==> config.mk <==
export PLATFORM = sky130hd
export DESIGN_NAME = pc_redirect_sequencer
export DESIGN_NICKNAME = d
export VERILOG_FILES = /design/src/rtl/pc_redirect_sequencer.sv
export SDC_FILE = /design/constraint.sdc
export NUM_CORES = 1
export LEC_CHECK = 0
export CORE_ASPECT_RATIO = 0.6
export CORE_UTILIZATION = 43
export CTS_CLUSTER_DIAMETER = 100
export DETAILED_ROUTE_END_ITERATION = 10
export MAX_ROUTING_LAYER = met4
export PLACE_DENSITY = 0.86
export SYNTH_ARGS = -nofsm -noshare
export SYNTH_HDL_FRONTEND = slang
export SYNTH_SLANG_ARGS = --single-unit
==> constraint.sdc <==
create_clock -name clock -period 4.1 [get_ports clock]
set_clock_uncertainty 0.05 [all_clocks]
set_input_delay 0.82 -clock clock [delete_from_list [all_inputs] [get_ports clock]]
set_output_delay 0.82 -clock clock [all_outputs]
set_load 0.1 [all_outputs]
==> src/rtl/pc_redirect_sequencer.sv <==
// Next-PC controller: picks the highest-priority redirect, holds it across fetch
// stalls, and drives the PC mode/operand pair plus flush and redirect statistics.
module pc_redirect_sequencer #(
  parameter logic [31:0] EXC_VECTOR = 32'h00004180,
  parameter int          CNT_W      = 16
) (
  input  logic             clock,
  input  logic             reset,
  input  logic             stall,
  input  logic             exc_req,
  input  logic             eret_req,
  input  logic [31:0]      epc,
  input  logic             jr_req,
  input  logic [31:0]      jr_target,
  input  logic             jump_req,
  input  logic [25:0]      jump_target,
  input  logic             branch_req,
  input  logic [31:0]      branch_offset,
  output logic             pc_write_en,
  output logic [1:0]       pc_jump_mode,
  output logic [31:0]      pc_jump_input,
  output logic             flush,
  output logic             redirect_pending,
  output logic [CNT_W-1:0] redirect_count
);

  typedef enum logic {RUN, HOLD} state_t;

  // Priority ranks: larger wins, 0 means no request.
  localparam logic [2:0] PRI_NONE = 3'd0;
  localparam logic [2:0] PRI_BR   = 3'd1;
  localparam logic [2:0] PRI_J    = 3'd2;
  localparam logic [2:0] PRI_JR   = 3'd3;
  localparam logic [2:0] PRI_ERET = 3'd4;
  localparam logic [2:0] PRI_EXC  = 3'd5;

  state_t           state_reg, state_next;
  logic [1:0]       lat_mode_reg, lat_mode_next;
  logic [31:0]      lat_op_reg, lat_op_next;
  logic [2:0]       lat_pri_reg, lat_pri_next;
  logic [CNT_W-1:0] count_reg;

  logic [1:0]  win_mode;
  logic [31:0] win_op;
  logic [2:0]  win_pri;

  always_comb begin
    win_mode = 2'b00;
    win_op   = 32'h0;
    win_pri  = PRI_NONE;
    if (exc_req) begin
      win_mode = 2'b11;
      win_op   = EXC_VECTOR;
      win_pri  = PRI_EXC;
    end else if (eret_req) begin
      win_mode = 2'b11;
      win_op   = epc;
      win_pri  = PRI_ERET;
    end else if (jr_req) begin
      win_mode = 2'b11;
      win_op   = jr_target;
      win_pri  = PRI_JR;
    end else if (jump_req) begin
      win_mode = 2'b10;
      win_op   = {6'b0, jump_target};
      win_pri  = PRI_J;
    end else if (branch_req) begin
      win_mode = 2'b01;
      win_op   = branch_offset;
      win_pri  = PRI_BR;
    end
  end

  always_comb begin
    state_next    = state_reg;
    lat_mode_next = lat_mode_reg;
    lat_op_next   = lat_op_reg;
    lat_pri_next  = lat_pri_reg;
    pc_write_en   = 1'b0;
    pc_jump_mode  = 2'b00;
    pc_jump_input = 32'h0;
    flush         = 1'b0;
    if (!reset) begin
      case (state_reg)
        RUN: begin
          if (!stall) begin
            pc_write_en   = 1'b1;
            pc_jump_mode  = win_mode;
            pc_jump_input = win_op;
            flush         = (win_pri != PRI_NONE);
          end else if (win_pri != PRI_NONE) begin
            lat_mode_next = win_mode;
            lat_op_next   = win_op;
            lat_pri_next  = win_pri;
            state_next    = HOLD;
          end
        end
        HOLD: begin
          if (stall) begin
            // Equal or lower priority arrivals are on the wrong path and dropped.
            if (win_pri > lat_pri_reg) begin
              lat_mode_next = win_mode;
              lat_op_next   = win_op;
              lat_pri_next  = win_pri;
            end
          end else begin
            pc_write_en   = 1'b1;
            flush         = 1'b1;
            state_next    = RUN;
            lat_pri_next  = PRI_NONE;
            // Only an exception can pre-empt the replayed redirect.
            if (exc_req) begin
              pc_jump_mode  = 2'b11;
              pc_jump_input = EXC_VECTOR;
            end else begin
              pc_jump_mode  = lat_mode_reg;
              pc_jump_input = lat_op_reg;
            end
          end
        end
        default: state_next = RUN;
      endcase
    end
  end

  always_ff @(posedge clock) begin
    if (reset) begin
      state_reg    <= RUN;
      lat_mode_reg <= 2'b00;
      lat_op_reg   <= 32'h0;
      lat_pri_reg  <= PRI_NONE;
      count_reg    <= '0;
    end else begin
      state_reg    <= state_next;
      lat_mode_reg <= lat_mode_next;
      lat_op_reg   <= lat_op_next;
      lat_pri_reg  <= lat_pri_next;
      if (pc_write_en && flush && (count_reg != {CNT_W{1'b1}}))
        count_reg <= count_reg + 1'b1;
    end
  end

  assign redirect_pending = !reset && (state_reg == HOLD);
  assign redirect_count   = count_reg;

endmodule

==> key figures <==
Logic synthesis
  • Largest area contributor in the netlist: dfxtp_1
  • Commonest cells in the synthesized netlist: nand2_1 (84), a21oi_1 (59), nor2_1 (57), dfxtp_1 (54), inv_1 (40)
  • Adder-cell share of the synthesized area: 0.9028%
  • Syn Inst Count: 581
  • Post-synthesis compound-gate area fraction: 32.65%
  • Post-synthesis xor/xnor area fraction: 1.264%
  • Top cell type's share of synthesized area: 26.00%
  • Syn nets: 714
  • Mux cell area share after synthesis: 5.958%
  • Asr flop ratio synth: 0%
  • Sequential area share after synthesis: 26.00%
  • Simple-gate share of the synthesized area: 23.62%
  • Synth cell types: 55
  • Syn Area/Cell: 7.156 sq um
  • YS warnings: 0
  • Cell Area, Synth: 4158 sq um
  • Prevailing post-synth register cell: dfxtp_1
  • Main area contributors after synthesis: dfxtp_1 (26%), nand2_1 (7.6%), a21oi_1 (7.1%)
  • Top-count cell post-synth: nand2_1
  • Post-synthesis register bit count: 54
  • Largest family of logic cells by synthesized area: compound AO/OA/AOI/OAI gates
  • Post-synth EDFFs: 0

Timing
  • Fmax: 0.2571 GHz
  • Fin crit share: 94.87%
  • Max_slew headroom: 33.52%
  • Hold Vio Cnt, Final: 0
  • RSZ-0062 raised after global routing: no
  • Tightest Pin Transition: 994.2 ps
  • Setup Viol. Count Final: 0
  • Sum Neg Setup Slack: 0 ps
  • Max-slew violation count: 0
  • Tmin final: 3890 ps

Critical path
  • Crit path max fanout: 27
  • Reg2Reg Depth: 5
  • CP Class: in2out
  • CP Data Arrival Time: 3020 ps
  • Worst reg-to-reg setup slack: 1730 ps
  • Critical Path RT: 3230 ps
  • Startpoint types: primary input
  • Worst setup EP type: primary output

Clocking
  • Clock sink count: 54
  • # resized after CTS: 0
  • Setup Buffers After CTS: 0
  • CTS tree: done
  • Cts hold-fix bufs: 0
  • Worst-Skew Late Latency: 290 ps
  • CTS Buf Count: 5
  • H-Tree Depth: 2
  • Clock buffer depth: 2
  • Clock Tree Root: clkbuf_16
  • Clock-pin slew on the worst setup and hold paths: 70 ps

Hold path
  • Hold WC Path Type: reg2reg
  • WHS Path Cells: 2

Finish
  • Share of layout cells above drive strength 1: 12.11%
  • Largest register FFs: 32
  • Nets: 867
  • FILL cells: 672
  • Area grow syn2layout: 58.74%
  • Antenna diodes: 0

Floorplanning
  • Top-level port count: 183
  • Die Ht: 78.17 microns
  • Initial Utilization: 44.75%
  • DIE WIDTH: 128.9 microns
  • Die ar.: 10080 sq um
  • Placement Rows: 27
  • Area of the core: 9290 sq um

Placed design
  • PortBufs: 182
  • Gpl congestion: 0.9038
  • Hpwl dp: 11.03 mm

Detailed routing
  • Initial DRC count: 371
  • Routed len/inst: 17.48 microns
  • Routed vias/inst: 5.896
  • Routed WL: 15.12 mm
  • Final antenna-violating net count: 0
  • Residual DRC count: 0
  • DRT Pass-1 Iters: 5
  • Vias: 5100

Global route
  • GRT overflow: 0
  • Vias in the first global route: 5010
  • First-pass GRT wire length: 24.03 mm
  • Largest net degree at the start of global routing: 57
  • Initial antenna violation count: 0
  • Gr usage total: 30.66%

Flow run
  • Maxcap violations: 0

Outcome
  • Status: finished clean

Pwr
  • Total power: 1.635 mW
  • Max IR drop VDD: 0.0001735 V
  • Leakage: 2.536 nW
  • Power per Cell Area: 247.8 nW/um^2
-- metrics by stage --
step | hold slack, ps | utilization (%) | instance area (sq um) | setup slack [ps] | instances
after floorplan | 378.8 | - | 4163 | 84.29 | 581
after global placement | 387.2 | 69.25 | 6434 | 283.7 | 857
after detailed placement | 397.2 | 69.25 | 6434 | 218.3 | 857
after CTS | 406.3 | 71.04 | 6600 | 252.8 | 865
after global routing | 431.8 | 71.04 | 6600 | 145.3 | 865
final | 411.0 | 71.04 | 6600 | 210.1 | 865
-- area by class of cell --
cell class	count	area [sq um]	share of cell area [%]
Clock buffer	6	128.9	1.953
Sequential cell	54	1081	16.38
Clock inverter	2	37.54	0.5687
Multi-Input combinational cell	429	2693	40.80
Inverter	42	157.7	2.389
Timing Repair Buffer	202	2340	35.45
Tap cell	130	162.7	2.464
-- placed cells by master (no fill, tap or decap), types with 9 or more instances in the layout --
| cell | instances |
|---|---|
| nand2_1 | 84 |
| o2111ai_1 | 11 |
| o21ai_0 | 10 |
| nand3b_1 | 29 |
| nand3_1 | 10 |
| mux2i_1 | 21 |
| inv_1 | 39 |
| buf_12 | 38 |
| a22oi_1 | 29 |
| nor2_1 | 56 |
| a21oi_1 | 59 |
| a221o_1 | 26 |
| a221oi_1 | 9 |
| clkdlybuf4s50_1 | 142 |
| buf_4 | 19 |
| dfxtp_1 | 54 |
-- critical path, stage by stage --
cell	delay [ps]
clkdlybuf4s50_1	570
buf_4	300
a21oi_1	110
a221o_1	320
a21oi_1	260
a22oi_1	120
nor2_1	280
buf_12	220
-- per-layer routing --
layer / wire length (microns) / vias to the layer above / share of wire (%) / global-route usage, %
met2: 7220 / 260 / 48 / 52.59
met4: 271 / 0 / 1.8 / 8.353
met5: 0 / - / 0 / -
li1: - / 2401 / - / -
met3: 1352 / 26 / 8.9 / 6.476
met1: 6280 / 2413 / 42 / 36.47
-- cell families (layout without fill, tap and decap cells) --
logic type | Yosys count | in the layout
buffers and inverters | 98 | 252
flip-flops | 54 | 54
AO/OA/AOI/OAI | 187 | 187
adder cells (fa/ha/maj) | 3 | 3
multiplexers | 24 | 24
XOR/XNOR | 6 | 6
AND/OR/NAND/NOR | 209 | 209
-- final timing paths --
check	endpoint	startpoint
max	pc_jump_input[9]	jump_req
min	lat_op_reg[17]	lat_op_reg[17]
min reg2reg	lat_op_reg[17]	lat_op_reg[17]
max reg2reg	lat_mode_reg[1]	state_reg
-- report_power, final --
part           internal (mW)  total [mW]  switching (mW)  leakage (nW)
Combinational          0.261       0.583           0.322          2.02
Clock                  0.289       0.489           0.200        0.0771
Sequential             0.547       0.564          0.0167         0.440
Total                   1.10        1.64           0.538          2.54
Note: power is estimated with default switching activity, not from simulation.
